--- config.mk ---
export PLATFORM = sky130hd
export DESIGN_NAME = nibble_serial_adder
export DESIGN_NICKNAME = d
export VERILOG_FILES = /design/src/rtl/nibble_serial_adder.sv
export SDC_FILE = /design/constraint.sdc
export NUM_CORES = 1
export LEC_CHECK = 0
export BUFFER_PORTS_ARGS = -buffer_cell sky130_fd_sc_hd__buf_4
export CORE_ASPECT_RATIO = 1.4
export CORE_MARGIN = 2
export CORE_UTILIZATION = 50
export DETAILED_ROUTE_END_ITERATION = 8
export PLACE_DENSITY = 0.74
export SLEW_MARGIN = 20
export SYNTH_ARGS = -nofsm -noshare
export SYNTH_HDL_FRONTEND = slang
export SYNTH_HIERARCHICAL = 1
export SYNTH_SLANG_ARGS = --single-unit
--- constraint.sdc ---
create_clock -name clk -period 5.3 [get_ports clk]
set_input_delay 0.265 -clock clk [delete_from_list [all_inputs] [get_ports clk]]
set_output_delay 0.265 -clock clk [all_outputs]
set_load 0.01 [all_outputs]
--- src/rtl/nibble_serial_adder.sv ---
// Word-width adder that reuses one 4-bit CLA, one nibble per clock, LSB nibble first.
// Optional two's-complement overflow output enabled by NIBBLE_SERIAL_ADD_OVF_EN.

module add_4bit (
    input  logic [3:0] a,
    input  logic [3:0] b,
    input  logic       c_i,
    output logic [3:0] s,
    output logic       c_o
);
    logic [3:0] p;
    logic [3:0] g;
    logic [3:0] c;

    assign p = a ^ b;
    assign g = a & b;

    // Carry lookahead: every carry is a flat sum of products of g/p and c_i
    assign c[0] = c_i;
    assign c[1] = g[0] | (p[0] & c_i);
    assign c[2] = g[1] | (p[1] & g[0]) | (p[1] & p[0] & c_i);
    assign c[3] = g[2] | (p[2] & g[1]) | (p[2] & p[1] & g[0]) | (p[2] & p[1] & p[0] & c_i);
    assign c_o  = g[3] | (p[3] & g[2]) | (p[3] & p[2] & g[1]) | (p[3] & p[2] & p[1] & g[0])
                | (p[3] & p[2] & p[1] & p[0] & c_i);
    assign s    = p ^ c;
endmodule

module nibble_serial_adder #(
    parameter int unsigned WIDTH = 16  // multiple of 4, at least 8
) (
    input  logic             clk,
    input  logic             rst,
    input  logic             in_valid,
    output logic             in_ready,
    input  logic [WIDTH-1:0] a,
    input  logic [WIDTH-1:0] b,
    input  logic             c_in,
    output logic             out_valid,
    input  logic             out_ready,
    output logic [WIDTH-1:0] sum,
    output logic             c_out
`ifdef NIBBLE_SERIAL_ADD_OVF_EN
    ,
    output logic             ovf
`endif
);
    localparam int unsigned NIB   = WIDTH / 4;
    localparam int unsigned CNT_W = (NIB > 1) ? $clog2(NIB) : 1;

    typedef enum logic [1:0] {IDLE, RUN, DONE} state_t;

    state_t             state_q, state_d;
    logic [WIDTH-1:0]   a_q, a_d;
    logic [WIDTH-1:0]   b_q, b_d;
    logic [CNT_W-1:0]   cnt_q, cnt_d;
    logic               carry_q, carry_d;
    logic [WIDTH-1:0]   sum_q, sum_d;
    logic               c_out_q, c_out_d;
    logic               in_ready_q, in_ready_d;
    logic               out_valid_q, out_valid_d;
`ifdef NIBBLE_SERIAL_ADD_OVF_EN
    logic               ovf_q, ovf_d;
`endif

    logic [3:0]         nib_a;
    logic [3:0]         nib_b;
    logic [3:0]         nib_s;
    logic               nib_co;

    // Current nibble of the latched operands feeds the shared CLA
    assign nib_a = a_q[{cnt_q, 2'b00} +: 4];
    assign nib_b = b_q[{cnt_q, 2'b00} +: 4];

    add_4bit u_add_4bit (
        .a   (nib_a),
        .b   (nib_b),
        .c_i (carry_q),
        .s   (nib_s),
        .c_o (nib_co)
    );

    always_comb begin
        state_d   = state_q;
        a_d       = a_q;
        b_d       = b_q;
        cnt_d     = cnt_q;
        carry_d   = carry_q;
        sum_d     = sum_q;
        c_out_d   = c_out_q;
`ifdef NIBBLE_SERIAL_ADD_OVF_EN
        ovf_d     = ovf_q;
`endif
        case (state_q)
            IDLE: begin
                if (in_valid && in_ready_q) begin
                    a_d     = a;
                    b_d     = b;
                    carry_d = c_in;
                    cnt_d   = '0;
                    state_d = RUN;
                end
            end
            RUN: begin
                sum_d[{cnt_q, 2'b00} +: 4] = nib_s;
                carry_d = nib_co;
                cnt_d   = cnt_q + CNT_W'(1);
                if (cnt_q == CNT_W'(NIB - 1)) begin
                    cnt_d   = '0;
                    c_out_d = nib_co;
`ifdef NIBBLE_SERIAL_ADD_OVF_EN
                    // Top result bit is bit 3 of the final nibble sum
                    ovf_d   = (a_q[WIDTH-1] == b_q[WIDTH-1]) && (nib_s[3] != a_q[WIDTH-1]);
`endif
                    state_d = DONE;
                end
            end
            DONE: begin
                if (out_ready) state_d = IDLE;
            end
            default: state_d = IDLE;
        endcase
        // Handshake flags are registered copies of the next state
        in_ready_d  = (state_d == IDLE);
        out_valid_d = (state_d == DONE);
    end

    always_ff @(posedge clk) begin
        if (rst) begin
            state_q     <= IDLE;
            a_q         <= '0;
            b_q         <= '0;
            cnt_q       <= '0;
            carry_q     <= 1'b0;
            sum_q       <= '0;
            c_out_q     <= 1'b0;
            in_ready_q  <= 1'b1;
            out_valid_q <= 1'b0;
`ifdef NIBBLE_SERIAL_ADD_OVF_EN
            ovf_q       <= 1'b0;
`endif
        end else begin
            state_q     <= state_d;
            a_q         <= a_d;
            b_q         <= b_d;
            cnt_q       <= cnt_d;
            carry_q     <= carry_d;
            sum_q       <= sum_d;
            c_out_q     <= c_out_d;
            in_ready_q  <= in_ready_d;
            out_valid_q <= out_valid_d;
`ifdef NIBBLE_SERIAL_ADD_OVF_EN
            ovf_q       <= ovf_d;
`endif
        end
    end

    assign in_ready  = in_ready_q;
    assign out_valid = out_valid_q;
    assign sum       = sum_q;
    assign c_out     = c_out_q;
`ifdef NIBBLE_SERIAL_ADD_OVF_EN
    assign ovf       = ovf_q;
`endif
endmodule

Word-level counts from Yosys, hierarchy flattened
Cells that the tools add are included. Widths: inputs -> output; s select.

Register bits: 56. Bits of input ports: 37. Output and inout bits: 19. Word-level logic and storage cells: 66.

$add $sub $neg: 2. Equal/unequal tests: 5. Shift-type cells: 4. Muxes and demuxes: 10. Bitwise logic cells: 29. Reduce and logical (&&, ||, !) cells: 7.

Operators with widths (number): $shiftx 16x5->4 (2); $and 1x1->1 (16); $bwmux 16 (1); $shift 4x6->16 const A (1); $shiftx 4x6->16 (1); $mux 2 (5); $or 1x1->1 (10); $xor 4x4->4 (2); $eq 2x2->1 const B (3); $neg 4->6 (1); $pmux 2 s3 (1); $reduce_and 2->1 (3); $and 4x4->4 (1); $logic_not 2->1 (2); $pmux 2 s2 (1); $add 2x1->2 const B (1); $eq 2x1->1 const B (1); $ne 2x2->1 const B (1); $pmux 1 s2 (1); $reduce_bool 2->1 (1); $logic_and 1x1->1 (1); $mux 1 (1).

Logic depth before layout (Yosys ltp)
Gate-level depths: netlist (run 1).

Word-level depth: 9. Depth in mapped cells: 9. Gate-level depth less buffers: 7.

Cells and area by module
The synthesis (run 1) kept the hierarchy.

By module, submodules not included: nibble_serial_adder (times used 1, cells each 270, area an instance 2457.4 sq um, sequential area each 1121.1 sq um); add_4bit (times used 1, cells each 17, area an instance 147.6 sq um, sequential area each 0.0 sq um).

Least setup slack after synthesis (run 1)
Ideal clock, no wire load.

Kind: register to register. Start point: reg cnt_q[0]. End point: reg carry_q. Library setup time: 0.132 ns. Data arrival time: 2.243 ns. Required time: 5.168 ns. Slack: 2.925 ns. Cell stages (with the launch flop): 10. Path buffers: 2. Clock period less this slack: 2.375 ns. Cell sequence: dfxtp_1 -> buf_6 -> buf_12 -> mux4_2 -> ha_1 -> a21o_1 -> a31o_1 -> a21o_1 -> a22oi_1 -> a21oi_1.

Longest elaborated chain between the ends: 8. Elaborated cells on any way between the ends: 16. Classes of those cells: shift: 2; mux: 1; bitwise: 13.

RTL lines: from (decl) (RTL line 55) `logic [CNT_W-1:0] cnt_q, cnt_d;`; from (signal assigned) (RTL line 145) `cnt_q <= cnt_d;`; $shiftx 16x5->4 (*) (RTL line 71) `assign nib_a = a_q[{cnt_q, 2'b00} +: 4];`; via nib_a[2] (RTL line 65) `logic [3:0] nib_a;`; $and 4x4->4 or $xor 4x4->4 (tied branches) (RTL line 16, 15); $and 1x1->1, on equally long branches (RTL line 23, 24); $or 1x1->1 (tied with other cells) (2 in a row) (RTL line 23) `assign c_o = g[3] | (p[3] & g[2]) | (p[3] & p[2] & g[1]) | (p[3] & p[2] & p[1] & g[0])`; $or 1x1->1 or $and 1x1->1 (tied branches) (RTL line 23, 24); $or 1x1->1 (*) (RTL line 24) `| (p[3] & p[2] & p[1] & p[0] & c_i);`; via nib_co (RTL line 68) `logic nib_co;`; $pmux 1 s2 (*) (RTL line 93) `case (state_q)`; to (signal assigned) (RTL line 146) `carry_q <= carry_d;`; to (decl) (RTL line 56) `logic carry_q, carry_d;`.

Mark *: on every way through the listed nets, which the timed path passes. The rest lies on a longest branch. A chain may end at the register's enable or synchronous reset.

Final worst setup path (run 1)
Start point: reg cnt_q[0]. End point: reg sum_q[15], in the netlist sum[15].

Elaborated cells on any way between the ends: 24. Classes of those cells: add/sub: 1; shift: 4; mux: 1; bitwise: 18.

RTL lines: $shiftx 16x5->4 (*) (RTL line 72) `assign nib_b = b_q[{cnt_q, 2'b00} +: 4];`; via nib_b[0] (RTL line 66) `logic [3:0] nib_b;`; $and 4x4->4 or $xor 4x4->4 (tied branches) (RTL line 16, 15); $and 1x1->1 (RTL line 22) `assign c[3] = g[2] | (p[2] & g[1]) | (p[2] & p[1] & g[0]) | (p[2] & p[1] & p[0] & c_i);`; $or 1x1->1 or $and 1x1->1 (tied branches) (RTL line 22); $or 1x1->1 (*) (RTL line 22); $xor 4x4->4 (*) (RTL line 25) `assign s = p ^ c;`; via nib_s[3] (RTL line 67) `logic [3:0] nib_s;`; $shiftx 4x6->16 (*) (RTL line 104) `sum_d[{cnt_q, 2'b00} +: 4] = nib_s;`; $bwmux 16 (*) (RTL line 104); to (signal assigned) (RTL line 147) `sum_q <= sum_d;`; to (decl) (RTL line 57) `logic [WIDTH-1:0] sum_q, sum_d;`.

Marks and branches as above.

==> results.py, run 1 <==
metrics = {
    "global_routing": {
        "grt_max_degree": 60,
        "antenna_found_initial": 0,
        "grt_usage_pct": 19.4,
        "grt_overflow_total": 0,
        "grt_pass1_wl_um": 8740,
        "grt_pass1_vias": 2043,
    },
    "timing": {
        "setup_tns_ns": 0,
        "setup_viol": 0,
        "worst_pin_slew_ns": 0.889,
        "final-hold-violation-count": 0,
        "setup_ws_ns": 2.30,
        "rsz0062_at_grt": "no",
        "slew_violations": 0,
        "max_clock_freq_ghz": 0.333,
        "period_minus_slack_ns": 3.00,
        "relSlewSlack_pct": 40.6,
        "skew_ns": 0.00931,
        "finalCritPeriodShare_pct": 56.6,
        "holdWs_ns": 0.192,
    },
    "yosys": {
        "ys_ff_latch": 56,
        "synth-seq-area-share_pct": 43.0,
        "synthXorXnorAreaFrac_pct": 1.01,
        "synth_area_um2": 2600,
        "syn_nets": 335,
        "synth-edff-count": 0,
        "yosysTopAreaCell": "dfxtp_1",
        "yosysWarningCount": 6,
        "avgSynthCellArea_um2": 9.08,
        "synth_simple_gate_area_share_pct": 22.2,
        "synth_compound_area_share_pct": 13.4,
        "synth_area_leaders": "dfxtp_1 43%, nand2_1 11%, a21oi_1 9.4%, mux4_2 5.2%, ha_1 4.8%",
        "synth_fa_ha_area_share_pct": 5.57,
        "syn_inst": 287,
        "yosysUniqueCellTypes": 37,
        "synth_top_family_by_area": "simple AND/OR/NAND/NOR gates",
        "ys.flop_type": "dfxtp_1",
        "synth_top_cell_area_share_pct": 43.0,
        "synthArstFlopShare_pct": 0,
        "muxShareOfSynthArea_pct": 7.20,
    },
    "critical_path": {
        "cp_max_fo": 18,
        "reg2reg_slack_ns": 2.30,
        "critPathLaunchType": "flip-flop",
        "end_kind": "flip-flop",
        "cp_data_required_time_ns": 5.55,
        "cp_data_arrival_time_ns": 3.25,
        "worstPathCellList": "mux4_1, ha_1, a21o_1, a31o_1, xor2_1, nand4_1, a21oi_1",
        "crit_type": "flip-flop to flip-flop",
        "crit_slowest_cell": "dfxtp_1",
        "cpPeakStageDelay_ns": 0.92,
    },
    "clocking": {
        "cts_buffer_depth": 2,
        "hold_buffers": 0,
        "cts_max_level": 2,
        "cts_tree": "yes",
        "cts_buffers": 5,
        "insertion_delay_ns": 0.31,
        "path_clk_slew_ns": 0.10,
        "cts_resized": 0,
        "post_cts_buffers": 0,
        "cts_sinks": 56,
        "cts-root-buf": "clkbuf_8",
    },
    "worst_hold_path": {
        "min_path_type": "input port to flip-flop",
    },
    "pwr": {
        "internal_power_mw": 0.673,
        "p_seq_share_pct": 51.1,
        "p_leak_nw": 1.24,
        "power.share.combinational_pct": 15.5,
        "p_clk_share_pct": 33.3,
        "switching_share_pct": 25.4,
        "vdd_drop_max_v": 0.000182,
        "p_per_area_nw_per_um2": 293,
        "power_switching_mw": 0.229,
    },
    "detailed_routing": {
        "drt_first_pass_iters": 4,
        "drt-initial-drc-count": 74,
        "routed_via_density": 5.28,
        "detail_route.wl_per_cell_um": 13.1,
        "vias": 2090,
        "routed_wl_um": 5180,
        "route.detailed.drc": 0,
        "ant_nets": 0,
    },
    "floorplanning": {
        "io_pins": 56,
        "dieArea_um2": 5810,
        "placementRows": 31,
        "dieWidth_um": 65.0,
        "initial_core_util_pct": 51.3,
        "die_y_um": 89.4,
        "core-area_um2": 5080,
    },
    "outcome": {
        "status": "finished clean",
    },
    "placement": {
        "place_inst": 388,
        "gp_congestion": 0.891,
        "post-dp-hpwl_um": 3710,
        "port_buffers": 55,
        "dp_slack_ns": 2.33,
    },
    "cells_and_area": {
        "final_cell_mix": "78 x nand2_1, 56 x dfxtp_1, 56 x buf_4, 49 x a21oi_1, 12 x nand4_1",
        "syn2layout_area_growth_pct": 18.1,
        "final_cells": 396,
        "drive_gt1_share_pct": 23.3,
        "n_antenna_cell": 0,
        "layout_commonest_cell": "nand2_1",
        "finalNetCount": 377,
    },
    "job": {
        "drv_cap": 0,
    },
}
per-layer routing:
metal | part of all wire [%] | track usage, % | up-vias
li1 | - | - | 1069
met2 | 51 | 34.3 | 57
met3 | 4.0 | 3.65 | 22
met5 | 0 | 0 | -
met1 | 41 | 21.1 | 942
met4 | 4.3 | 12.8 | 0
cell type report:
cell class / instances / area, um^2
sequential: 56 / 1120
timing repair buffer: 56 / 420
fill: 482 / 2000
tap: 66 / 82.6
clock buffer: 7 / 96.3
multi-input combinational: 200 / 1290
inverter: 10 / 37.5
clock inverter: 1 / 30.0
sequential cells by signal (all words and copies together) (netlist names):
register	cells
in_ready	1
sum	16
b_q	16
a_q	16
cnt_q	2
out_valid	1
carry_q	1
c_out	1
state_q	2
Yosys cell counts, types with 2 or more instances:
master    number
nand3b_1       4
clkbuf_1       5
buf_6          5
and3b_1        2
inv_1         10
nand4_1       12
nand3_1        4
nand2b_1       5
a21o_1         3
and2b_1        2
nand2_1       78
mux4_1         2
buf_2          5
ha_1          10
dfxtp_1       56
buf_4          5
a21oi_1       49
xnor2_1        2
nor2_1         2
o32ai_1        4
mux4_2         6
path summary, 6_finish.rpt:
path / cells after the start / startpoint / to
setup / recovery: 7 / cnt_q[0] / sum[15]
hold reg to reg: 2 / sum[6] / sum[6]
setup reg to reg: 7 / cnt_q[0] / sum[15]
hold / removal: 3 / a[4] / a_q[4]
through the flow:
stage	instance area (um^2)	total power, mW	utilization (%)
5_1_grt	3080	0.944	60.6
3_5_place_dp	2950	0.612	58.1
6_report	3080	0.902	60.6
2_1_floorplan	2610	0.576	-
4_1_cts	3080	0.908	60.6
3_3_place_gp	2950	0.608	58.1
worst max-delay path: cells and delay by family, from the launching register on:
| kind | cells | cell delay (ns) |
|---|---|---|
| flops | 1 | 0.92 |
| fa+ha+maj | 1 | 0.30 |
| simple gates | 1 | 0.14 |
| xor+xnor | 1 | 0.30 |
| compound gates | 3 | 0.60 |
| mux | 1 | 0.68 |
power groups by stage:
stage               logic [mW]  clock network (mW)  registers, mW
floorplan                0.115                   0          0.461
global placement         0.137                   0          0.471
detailed placement       0.140                   0          0.472
CTS                      0.141               0.306          0.462
global route             0.157               0.321          0.465
finish                   0.140               0.301          0.461
cells by family (layout without fill, tap and decap cells):
logic type      after synthesis  count (layout)
mux                           8               8
buf+inv                      31              74
compound gates               61              61
xor+xnor                      3               3
flops                        56              56
simple gates                117             117
fa+ha+maj                    11              11
No activity file was read; power rests on OpenSTA's default activity.
==> run 2, diff against run 1 <==
Settings changed: CORE_UTILIZATION 50 to 49, PLACE_DENSITY 0.74 to 0.76.
Clock period 5.3 ns to 2.6 ns, I/O delays scaled along.
==> run 2 against run 1 <==
Against the previous run:
- maximum frequency rose by 20%
- total power rose by 91%
- sequential share of layout area did not move
- worst setup slack got worse by 2.2 ns
- first-iteration DRC count rose by 15%
- largest cell class unchanged
- via count rose by 1.3%
- clock skew rose by 0.0017 ns
- highest routed layer unchanged
- global-route usage fell by 0.23 points
- register-to-register slack got worse by 2.2 ns
- critical path depth rose by 1
==> results.py, run 2 (synthesized netlist as in run 1, its figures left out) <==
metrics = {
    "outcome": {
        "status": "finished clean",
    },
    "floorplanning": {
        "placementRows": 31,
        "dieArea_um2": 5920,
        "die_y_um": 90.3,
        "core-area_um2": 5160,
        "dieWidth_um": 65.6,
        "io_pins": 56,
        "initial_core_util_pct": 50.5,
    },
    "cells_and_area": {
        "drive_gt1_share_pct": 24.4,
        "fin_util_pct": 59.6,
        "final-seq-area_um2": 1120,
        "syn2layout_area_growth_pct": 18.1,
        "final_cell_mix": "78 x nand2_1, 57 x buf_4, 56 x dfxtp_1, 49 x a21oi_1, 12 x nand4_1",
        "postLayoutCellArea_um2": 3080,
        "layout_commonest_cell": "nand2_1",
        "n_fill_cell": 474,
        "n_antenna_cell": 0,
        "multiInputGateArea_um2": 1290,
        "finalNetCount": 379,
    },
    "timing": {
        "rsz0062_at_grt": "no",
        "setup_tns_ns": 0,
        "max_clock_freq_ghz": 0.401,
        "setup_viol": 0,
        "worst_pin_slew_ns": 0.617,
        "relSlewSlack_pct": 58.9,
        "period_minus_slack_ns": 2.49,
        "skew_ns": 0.0110,
        "final-hold-violation-count": 0,
        "finalCritPeriodShare_pct": 95.9,
        "slew_violations": 0,
    },
    "detailed_routing": {
        "route.detailed.drc": 0,
        "vias": 2117,
        "detail_route.wl_per_cell_um": 13.1,
        "drt_first_pass_iters": 4,
        "ant_nets": 0,
        "routed_wl_um": 5200,
        "routed_via_density": 5.32,
        "drt-initial-drc-count": 85,
    },
    "clocking": {
        "cts_tree": "yes",
        "cts_resized": 0,
        "cts_max_level": 2,
        "cts_sinks": 56,
        "path_clk_slew_ns": 0.10,
        "cts_buffers": 5,
        "cts_buffer_depth": 2,
        "post_cts_buffers": 0,
        "insertion_delay_ns": 0.31,
        "cts-root-buf": "clkbuf_8",
        "hold_buffers": 0,
    },
    "global_routing": {
        "grt_overflow_total": 0,
        "antenna_found_initial": 0,
        "grt_usage_pct": 19.1,
        "grt_pass1_wl_um": 9030,
        "grt_max_degree": 60,
        "grt_pass1_vias": 2056,
    },
    "critical_path": {
        "crit_type": "flip-flop to flip-flop",
        "startpoint": "cnt_q[0]",
        "critPathLaunchType": "flip-flop",
        "cp_data_arrival_time_ns": 2.74,
        "end_kind": "flip-flop",
        "cp_max_fo": 18,
        "worstReg2RegStart": "cnt_q[0]",
        "cp_data_required_time_ns": 2.84,
    },
    "placement": {
        "gp_congestion": 0.827,
        "post-dp-hpwl_um": 3770,
        "port_buffers": 55,
        "placed_area_um2": 2980,
    },
    "worst_hold_path": {
        "min_from": "b[0]",
        "min_path_type": "input port to flip-flop",
    },
    "pwr": {
        "p_per_area_nw_per_um2": 561,
        "vdd_drop_max_v": 0.000397,
        "p_leak_nw": 1.23,
    },
    "job": {
        "drv_cap": 0,
    },
}
run 2: metal layers:
layer | wire (um) | global-route usage, % | vias to the layer above
li1 | - | - | 1070
met5 | 0 | 0 | -
met1 | 2030 | 22.7 | 981
met3 | 237 | 3.87 | 7
met2 | 2870 | 32.7 | 59
met4 | 69 | 8.16 | 0
run 2: worst paths after layout:
check | cells after the start | to | slack [ns]
setup / recovery | 8 | sum[15] | 0.11
hold / removal | 3 | b_q[0] | 0.05
setup reg to reg | 8 | sum[15] | 0.11
hold reg to reg | 2 | sum[12] | 0.46
run 2: critical path: stages (launching register included):
cell     delay [ns]
dfxtp_1        0.37
buf_12         0.17
mux4_2         0.52
ha_1           0.37
a21o_1         0.20
a31o_1         0.23
xor2_2         0.28
nand4_1        0.13
a21oi_1        0.16
run 2: through the flow:
step | total power, mW | cells | hold WS (ns) | setup slack, ns
final | 1.72 | 398 | 0.0541 | 0.107
after global routing | 1.81 | 398 | 0.0491 | 0.00473
after CTS | 1.73 | 398 | 0.0482 | 0.0248
after detailed placement | 1.25 | 390 | 0.386 | 0.0963
after global placement | 1.24 | 390 | 0.380 | 0.146
after floorplan | 1.17 | 287 | 0.266 | 0.225
run 2: report_power, final:
part	switching, mW	total (mW)	internal [mW]	leakage [nW]
clock network	0.292	0.491	0.199	0.0491
registers	0.0287	0.931	0.902	0.456
logic	0.167	0.304	0.137	0.725
run 2: cell type report:
class / instances / share of cell area (%)
inverters: 10 / 1.22
well taps: 66 / 2.68
clock buffers: 5 / 2.24
flip-flops and latches: 56 / 36.4
clock inverters: 3 / 0.854
multi-input cells: 200 / 42.0
repair buffers: 58 / 14.6
